## src/rtl/pa_fifo_ext.sv

```systemverilog
// rtl/pa_fifo_ext.sv - single-clock FIFO with registered or first-word-fall-through read,
// occupancy thresholds, flush and sticky overrun/underrun flags.
module pa_fifo_ext #(
   parameter int SIZE_DATA  = 8,
   parameter int SIZE_DEPTH = 16,
   parameter int FWFT_MODE  = 0,
   parameter int AF_LEVEL   = SIZE_DEPTH - 2,
   parameter int AE_LEVEL   = 2
) (
   input  logic                        i_clk,
   input  logic                        i_rst_n,
   input  logic                        i_wr_en,
   input  logic                        i_rd_en,
   input  logic                        i_flush,
   input  logic                        i_clr_err,
   input  logic [SIZE_DATA-1:0]        i_data,
   output logic [SIZE_DATA-1:0]        o_data,
   output logic                        o_fifo_full,
   output logic                        o_fifo_empty,
   output logic                        o_almost_full,
   output logic                        o_almost_empty,
   output logic [$clog2(SIZE_DEPTH):0] o_level,
   output logic                        o_overrun,
   output logic                        o_underrun
);

   localparam int AW = $clog2(SIZE_DEPTH);
   localparam int PW = AW + 1;
   localparam logic [PW-1:0] PTR_ONE = PW'(1);
   localparam logic [PW-1:0] AF_L    = PW'(AF_LEVEL);
   localparam logic [PW-1:0] AE_L    = PW'(AE_LEVEL);

   logic [SIZE_DATA-1:0] mem [SIZE_DEPTH];
   logic [PW-1:0]        wr_ptr;
   logic [PW-1:0]        rd_ptr;
   logic [SIZE_DATA-1:0] data_q;
   logic [SIZE_DATA-1:0] head;
   logic                 wr_acc;
   logic                 rd_acc;

   // Pointer MSB is the wrap bit: same index with differing wrap means full.
   assign o_fifo_empty   = (wr_ptr == rd_ptr);
   assign o_fifo_full    = (wr_ptr[AW-1:0] == rd_ptr[AW-1:0]) && (wr_ptr[AW] != rd_ptr[AW]);
   assign o_level        = wr_ptr - rd_ptr;
   assign o_almost_full  = (o_level >= AF_L);
   assign o_almost_empty = (o_level <= AE_L);

   assign head   = mem[rd_ptr[AW-1:0]];
   assign wr_acc = i_wr_en && !o_fifo_full && !i_flush;
   assign rd_acc = i_rd_en && !o_fifo_empty && !i_flush;

   // In FWFT mode data_q only holds the word shown while the FIFO is empty.
   assign o_data = ((FWFT_MODE != 0) && !o_fifo_empty) ? head : data_q;

   always_ff @(posedge i_clk) begin
      if (wr_acc) begin
         mem[wr_ptr[AW-1:0]] <= i_data;
      end
   end

   always_ff @(posedge i_clk or negedge i_rst_n) begin
      if (!i_rst_n) begin
         wr_ptr <= '0;
         rd_ptr <= '0;
         data_q <= '0;
      end else if (i_flush) begin
         wr_ptr <= '0;
         rd_ptr <= '0;
         if (FWFT_MODE != 0) begin
            data_q <= o_data;
         end
      end else begin
         if (wr_acc) begin
            wr_ptr <= wr_ptr + PTR_ONE;
         end
         if (rd_acc) begin
            rd_ptr <= rd_ptr + PTR_ONE;
            data_q <= head;
         end
      end
   end

   // A fresh error in the clearing cycle keeps its flag set.
   always_ff @(posedge i_clk or negedge i_rst_n) begin
      if (!i_rst_n) begin
         o_overrun  <= 1'b0;
         o_underrun <= 1'b0;
      end else begin
         o_overrun  <= (i_wr_en && o_fifo_full)  || (o_overrun  && !i_clr_err);
         o_underrun <= (i_rd_en && o_fifo_empty) || (o_underrun && !i_clr_err);
      end
   end

endmodule

```

## config.mk

```make
export PLATFORM = sky130hd
export DESIGN_NAME = pa_fifo_ext
export DESIGN_NICKNAME = d
export VERILOG_FILES = /design/src/rtl/pa_fifo_ext.sv
export SDC_FILE = /design/constraint.sdc
export NUM_CORES = 1
export LEC_CHECK = 0
export BUFFER_PORTS_ARGS = -buffer_cell sky130_fd_sc_hd__buf_2
export CAP_MARGIN = 15
export CORE_MARGIN = 3
export CORE_UTILIZATION = 39
export CTS_CLUSTER_DIAMETER = 200
export CTS_CLUSTER_SIZE = 25
export DETAILED_ROUTE_END_ITERATION = 16
export SLEW_MARGIN = 20
export SYNTH_ARGS = -nofsm -noshare
export SYNTH_HDL_FRONTEND = slang
export SYNTH_SLANG_ARGS = --single-unit
```

## constraint.sdc

```tcl
create_clock -name i_clk -period 8.7 [get_ports i_clk]
set_input_delay 1.74 -clock i_clk [delete_from_list [all_inputs] [get_ports i_clk]]
set_output_delay 1.74 -clock i_clk [all_outputs]
set_load 0.01 [all_outputs]
```

Word level (Yosys, flattened, before mapping). Memories as Yosys holds them, arrays and structs flattened. A register that Yosys moved wholly into a read port is not among the register bits. Index checks and enable logic that the tools add are counted.

Add/subtract/negate cells: 3. Magnitude comparators: 2. Equality and inequality tests: 3. Mux-type cells: 6. Bitwise gates (word level): 1. Reduce and logical (&&, ||, !) cells: 19.

Operator list (number): $mux 5 (4); $add 5x1->5 const B (2); $logic_and 1x1->1 (9); $eq 5x5->1 (1); $ge 5x4->1 const B (1); $le 5x2->1 const B (1); $logic_not 1->1 (5); $sub 5x5->5 (1); $eq 4x4->1 (1); $reduce_bool 2->1 (2); $logic_or 1x1->1 (2); $mux 1 (2); $reduce_and 2->1 (1); $ne 1x1->1 (1); $not 1->1 (1).

Register bits: 12. RAM bits: 128. Input bits: 14. Output and inout port bits: 19. Logic and storage cells: 39. Memories: 1.

Memories: mem (words 16, bits a word 8, read ports 1, clocked after memory_dff 1, wr ports 1, RTL line 33) `logic [SIZE_DATA-1:0] mem [SIZE_DEPTH];`.

Logic depth before layout (Yosys ltp). Gate-level depths: netlist of run 1.

Depth after elaboration: 7. Gate-level depth with buffers: 9.

Worst setup path before layout of run 1. Ideal clock, no wire load.

Kind: register -> output. Start: register rd_ptr[1]. End: output port o_almost_empty. Arrival time: 2.134 ns. Setup slack: 4.826 ns. Cell stages (with the launch flop): 9. Path through: dfrtp_1 -> buf_2 -> buf_2 -> inv_1 -> fa_1 -> a21o_1 -> a21oi_1 -> xnor2_1 -> a211oi_1.

Longest elaborated chain between the ends: 2.

Ends and longest elaborated chain: start, declared (RTL line 35) `logic [PW-1:0] rd_ptr;`; start signal, assigned (RTL line 77) `rd_ptr <= rd_ptr + PTR_ONE;`; $sub 5x5->5 (RTL line 44) `assign o_level = wr_ptr - rd_ptr;`; via o_level[4] (RTL line 22) `output logic [$clog2(SIZE_DEPTH):0] o_level,`; $le 5x2->1 (RTL line 46) `assign o_almost_empty = (o_level <= AE_L);`; end, declared (RTL line 21) `output logic o_almost_empty,`.

The timed path passes the listed nets, and every way through them passes these cells.

Worst setup path after layout of run 1.
Start: register rd_ptr[1]. End: output port o_almost_empty.

Longest elaborated chain between the ends: 2.

Ends and longest elaborated chain (RTL line): $sub 5x5->5 (44); $le 5x2->1 (46).

Every way passes these cells.

==> results of run 1 <==
cell families after synthesis:
kind of cell               after synthesis
AOI/OAI and AO/OA                       51
xor gates and xnor gates                11
adders and majority gates               10
buffers and inverters                   26
DFF                                    148
muxes                                   50
and+or+nand+nor                         68
worst min path at each step:
stage                     startpoint          to  slack [ns]  depth (start not counted)
after CTS                 o_underrun  o_underrun        0.54                          2
final                     o_underrun  o_underrun        0.53                          2
after floorplan           o_underrun  o_underrun        0.55                          2
after global routing      o_underrun  o_underrun        0.56                          2
after global placement    o_underrun  o_underrun        0.52                          2
after detailed placement  o_underrun  o_underrun        0.53                          2
power by group through the flow:
stage | clock network [W] | logic [W] | registers, W
2_1_floorplan | 0 | 0.000175 | 0.000836
3_3_place_gp | 0 | 0.000262 | 0.000841
3_5_place_dp | 0 | 0.000268 | 0.000841
4_1_cts | 0.000695 | 0.000269 | 0.000826
5_1_grt | 0.000728 | 0.000293 | 0.000829
6_report | 0.000682 | 0.000263 | 0.000826
synthesized netlist by cell type (all sizes together):
library cell	n
nor2b	1
and4	1
edfxtp	128
buf	10
mux2	1
nand4	1
nand3b	2
nor2	33
mux2i	32
a211oi	11
mux4	17
dfrtp	20
o2111ai	1
a31oi	8
xor2	4
xnor2	7
and2	2
o21a	1
clkbuf	5
or3b	1
o21ai	6
o22ai	15
a21o	2
inv	11
ha	9
nor3	4
nand2	15
a41o	1
a21oi	4
fa	1
nand3	3
nand2b	3
a2111oi	1
o211ai	1
or3	2
worst reg2reg max path: cells and delay by family (launching register included):
family | cells | cell delay [ns]
fa+ha+maj | 1 | 0.36
compound gates | 1 | 0.44
buf+inv | 1 | 0.23
flops | 1 | 1.08
simple gates | 3 | 1.26
sequential cells by signal (all words and copies together) (netlist names):
register,flops
mem,128
o_data,8
rd_ptr,5
wr_ptr,5
o_overrun,1
o_underrun,1
per-stage QoR:
| stage | util, % | instances | power, W | hold WS, ns | area (sq um) |
|---|---|---|---|---|---|
| 2_1_floorplan | - | 364 | 0.00101 | 0.549 | 6070 |
| 5_1_grt | 46.9 | 602 | 0.00185 | 0.556 | 6970 |
| 4_1_cts | 46.9 | 602 | 0.00179 | 0.542 | 6970 |
| 6_report | 46.9 | 602 | 0.00177 | 0.528 | 6970 |
| 3_3_place_gp | 43.1 | 570 | 0.00110 | 0.516 | 6410 |
| 3_5_place_dp | 43.1 | 570 | 0.00111 | 0.531 | 6410 |
final cells by class:
cell class	instances	area [sq um]	share of cell area, %
Timing Repair Buffer	37	198	2.84
Sequential cell	148	4350	62.3
Tap cell	184	230	3.30
Clock buffer	18	429	6.16
Clock inverter	14	130	1.87
Inverter	11	41.3	0.592
Multi-Input combinational cell	190	1600	22.9
metal layers:
| layer | vias up | routed length, um |
|---|---|---|
| met3 | 12 | 628 |
| li1 | 1504 | - |
| met2 | 91 | 6040 |
| met5 | - | 0 |
| met4 | 0 | 232 |
| met1 | 1626 | 5810 |
==> reports/results.ini, run 1 <==
[worst_setup_path]
cp-start-kind = register
r2r_start = rd_ptr[1]
cp_num_cells = 7
crit_family = flip-flops
critPathBufInv = 2
reg2regPathDepth = 6
crit_end = o_almost_empty
r2r_setup_slack_ns = 4.95
crit_arrival_ns = 3.16
critical_path.startpoint = rd_ptr[1]
crit_path_end_kind = output port
crit_path_top_delay_cell = dfrtp_2
cp_max_fo = 39
r2r-end = mem[13][0]
slowest_delay_ns = 1.08
worstPathRequired_ns = 6.96
criticalPathCategory = reg2out
crit_chain = inv_1 -> ha_1 -> nor2b_1 -> o21a_1 -> or3_1 -> a211oi_1 -> buf_2

[routing]
drtIter0Drc = 261
drc = 0
wl_mm = 12.7
dr_total_vias = 3233
routedWlPerCell_um = 21.1
vias_per_cell = 5.37
ant_nets = 0
drtPass1Iterations = 5

[layout]
nFillCells = 1258
layout_commonest_cell = edfxtp_1
fin_nets = 429
layout_common_cells = edfxtp_1, nor2_1, mux2i_1, buf_2, dfrtp_1
drive_above_1_share_pct = 21.8
areaGrowthSynthToFinish_pct = 14.9
diodes = 0

[global_routing]
antenna_found_initial = 0
grt_util_met3_pct = 4.23
grt_util_met1_pct = 21.7
track_usage_pct = 16.1
grt_pass1_vias = 3383
grt_max_degree = 40
grt_use_met2_pct = 25.4
grt_overflow = 0
top_usage_layer = met2
grt_pass1_wl_mm = 19.8

[power_and_ir_drop]
p_int_w = 0.00131
power_frac_seq_pct = 46.6
p_comb_share_pct = 14.9
p_per_area_nw_per_um2 = 254
p_sw_w = 0.000459
pwr-share-clk_pct = 38.5
swShare_pct = 25.9
worst_ir_drop_vdd_mv = 0.149
p_leak_nw = 2.32

[synthesis]
synth_top_family_by_area = multiplexers
synth-warning-count = 0
synth_mux_area_share_pct = 11.8
synth-seq-cells = 148
synthTopCellsByArea = edfxtp_1, dfrtp_1, mux4_2
ys_seq_area_share_pct = 71.6
synth-simple-area-share_pct = 5.01
synthCells = 364
synth_top_cell_area_share_pct = 63.4
synth_cell_type_count = 41
synthAdderAreaFrac_pct = 2.19
synthXorXnorAreaFrac_pct = 1.71
synth_area_per_cell_sq_um = 16.7
yosysTopAreaCell = edfxtp_1
synth_nets = 388
syn-cell-area_sq_um = 6070
synth_compound_area_share_pct = 5.63

[timing]
skew_ns = 0.00742
tns_ns = 0
timing.final.crit_period_ns = 4.90
rsz0062_at_grt = no
clock.fmax_mhz = 204
relSlewSlack_pct = 27.7
min_period_over_period_pct = 56.3
worst_pin_slew_ns = 1.08
final_hold_viol_count = 0
final_max_slew_viol_count = 0
setup_viol_count_final = 0
setup_slack_ns = 3.80

[floorplan]
start_util_pct = 40.8
io_pins = 33
fp.dieH_um = 131
coreArea_sq_um = 14900
die_w_um = 131
floorplan.rows = 44
dieArea_sq_um = 17100

[place]
finalWeightedCongestion = 0.799
io_buffer_count = 32
hpwl_mm = 8.33
place_ws_ns = 4.23

[job]
max-cap-violations = 0

[clocking]
hold_buffers = 0
clockRootBuffer = clkbuf_16
clock_latency_ns = 0.41
post_cts_resized = 0
cts_tree = yes
cts_buffers = 17
path_clk_slew_ns = 0.05
clock-sinks = 148
clk_path_buf_depth = 2
cts_htree_levels = 4
post_cts_buffers = 0

[worst_hold_path]
hp-class = reg2reg

[run_status]
status = finished, final reports clean

Power figures use the tool's default switching activity.
==> run 2, diff against run 1 <==
--- a/config.mk
+++ b/config.mk
@@ -5,6 +5,7 @@
 export SDC_FILE = /design/constraint.sdc
 export NUM_CORES = 1
 export LEC_CHECK = 0
+export ABC_AREA = 1
 export BUFFER_PORTS_ARGS = -buffer_cell sky130_fd_sc_hd__buf_2
 export CAP_MARGIN = 15
 export CORE_MARGIN = 3
==> constraint.sdc (replaced) <==
create_clock -name i_clk -period 5 [get_ports i_clk]
set_input_delay 1 -clock i_clk [delete_from_list [all_inputs] [get_ports i_clk]]
set_output_delay 1 -clock i_clk [all_outputs]
set_load 0.01 [all_outputs]
==> reports/results.ini, run 2 <==
[job]
max-cap-violations = 0  ; unchanged

[synthesis]
synthTopCellsByArea = edfxtp_1, nand2_1, dfrtp_1
synth_ff_type = edfxtp_1
synth_top_cell_area_share_pct = 58.2  ; -5.1 points
yosysMostFrequentCell = nand2_1
synth-seq-cells = 148  ; unchanged
async_flop_share_pct = 13.5  ; unchanged
synth-edff-count = 128  ; unchanged
synth-warning-count = 0  ; unchanged
synth_common_cells = nand2_1, edfxtp_1, inv_1
ys_seq_area_share_pct = 65.8  ; -5.8 points
syn-cell-area_sq_um = 6600  ; +8.8%
synth_nets = 678  ; +75%
synth_cell_type_count = 29  ; -29%
synthCells = 654  ; +80%
synth_area_per_cell_sq_um = 10.1  ; -39%
yosysTopAreaCell = edfxtp_1

[place]
hpwl_mm = 10.3  ; +23%
dpl-instance-area_sq_um = 6940  ; +8.3%
io_buffer_count = 32  ; unchanged
finalWeightedCongestion = 0.898  ; +12%
place_ws_ns = 1.74  ; -2.49 ns

[layout]
diodes = 0  ; unchanged
drive_above_1_share_pct = 11.3  ; -10 points
areaGrowthSynthToFinish_pct = 14.6
largest_reg_flops = 128  ; unchanged
regArea_sq_um = 4350  ; about the same
layout_common_cells = nand2_1, edfxtp_1, inv_1
layout_commonest_cell = nand2_1
fin_util_pct = 46.6  ; -0.31 points
nFillCells = 1519  ; +21%
fin_nets = 710  ; +66%
stdcell_area_sq_um = 7560  ; +8.5%
multi_input_area_sq_um = 1810  ; +13%

[power_and_ir_drop]
p_leak_nw = 3.26  ; +40%
worst_ir_drop_vdd_mv = 0.266  ; +79%
p_per_area_nw_per_um2 = 444  ; +75%

[clocking]
hold_buffers = 0  ; unchanged
clock-sinks = 148  ; unchanged
clockRootBuffer = clkbuf_16
post_cts_resized = 0  ; unchanged
cts_tree = yes
clock_latency_ns = 0.43  ; +0.02 ns
post_cts_buffers = 0  ; unchanged
cts_buffers = 17  ; unchanged
clk_path_buf_depth = 2  ; unchanged
cts_htree_levels = 4  ; unchanged
path_clk_slew_ns = 0.06  ; about the same

[routing]
drc = 0  ; unchanged
drtIter0Drc = 544  ; +110%
ant_nets = 0  ; unchanged
routedWlPerCell_um = 17.3  ; -18%
dr_total_vias = 4571  ; +41%
wl_mm = 15.8  ; +25%
vias_per_cell = 5.00  ; -7.0%
drtPass1Iterations = 5  ; unchanged

[floorplan]
die_w_um = 136  ; +4.1%
coreArea_sq_um = 16200  ; +9.2%
dieArea_sq_um = 18500  ; +8.4%
floorplan.rows = 46  ; +4.5%
io_pins = 33  ; unchanged
fp.dieH_um = 136  ; +4.1%
start_util_pct = 40.7  ; -0.14 points

[timing]
holdWs_ns = 0.538  ; +0.0102 ns
setup_viol_count_final = 0  ; unchanged
timing.final.crit_period_ns = 3.69
skew_ns = 0.0165  ; +0.00903 ns
tns_ns = 0  ; unchanged
relSlewSlack_pct = 41.1  ; +13 points
final_hold_viol_count = 0  ; unchanged
rsz0062_at_grt = no
worst_pin_slew_ns = 0.882  ; -0.203 ns
clock.fmax_mhz = 271
min_period_over_period_pct = 73.8
setup_slack_ns = 1.31  ; -2.49 ns
final_max_slew_viol_count = 0  ; unchanged

[global_routing]
antenna_found_initial = 0  ; unchanged
grt_pass1_wl_mm = 24.5  ; +24%
grt_overflow = 0  ; unchanged
track_usage_pct = 18.0  ; +1.9 points
grt_pass1_vias = 4430  ; +31%
grt_max_degree = 68  ; +70%

[worst_setup_path]
crit_arrival_ns = 2.69  ; -0.47 ns
cp_max_fo = 35  ; -10%
worstPathRequired_ns = 4.00  ; -2.96 ns
r2r_setup_slack_ns = 1.79  ; -3.16 ns
crit_path_end_kind = output port
cp-start-kind = register
criticalPathCategory = reg2out

[worst_hold_path]
hp-class = reg2reg

[run_status]
status = finished, final reports clean

-- run 2: logic make-up (layout without fill, tap and decap cells) --
kind of cell	count (synthesis)	in the layout	share of synthesized area (%)
buf+inv	110	155	6.80
simple gates	355	355	22.4
flops	148	148	65.8
compound gates	24	24	2.01
fa+ha+maj	10	10	2.01
xor+xnor	7	7	0.929
-- run 2: routing by layer --
layer | GRT usage, % | vias to the layer above | part of all wire, %
li1 | - | 2190 | -
met1 | 24.5 | 2188 | 44
met2 | 28.0 | 166 | 46
met3 | 4.52 | 27 | 7.7
met4 | 6.83 | 0 | 2.0
met5 | 0 | - | 0
-- run 2: power breakdown --
part	leakage (nW)	internal (W)	switching, W
clock	0.285	0.000836	0.000498
sequential	1.40	0.00139	0.0000297
combinational	1.57	0.000186	0.000417
-- run 2: final timing paths --
check / start / to / cells past startpoint
setup reg to reg: rd_ptr[1] / mem[10][4] / 10
max in group asynchronous: i_rst_n / rd_ptr[0] / 1
hold reg to reg: o_underrun / o_underrun / 2
hold / removal: o_underrun / o_underrun / 2
min in group asynchronous: i_rst_n / rd_ptr[4] / 1
setup / recovery: rd_ptr[1] / o_almost_full / 8
-- run 2: metrics by stage --
step | total power (W) | cells
final | 0.00336 | 915
after global routing | 0.00351 | 915
after CTS | 0.00338 | 915
after detailed placement | 0.00205 | 883
after global placement | 0.00204 | 883
after floorplan | 0.00184 | 654
-- run 2: layout make-up --
| type | instances | area share (%) |
|---|---|---|
| sequential | 148 | 57.5 |
| multi-input combinational | 396 | 23.9 |
| clock buffer | 20 | 5.77 |
| inverter | 86 | 4.29 |
| tap | 216 | 3.57 |
| timing repair buffer | 37 | 2.61 |
| clock inverter | 12 | 2.38 |
-- run 2: worst max-delay path, stage by stage (launching register included) --
cell	delay, ns
dfrtp_1	0.32
buf_4	0.35
inv_2	0.36
fa_1	0.53
nand3_1	0.11
nand2_1	0.07
xor2_1	0.20
o21bai_1	0.15
buf_2	0.15
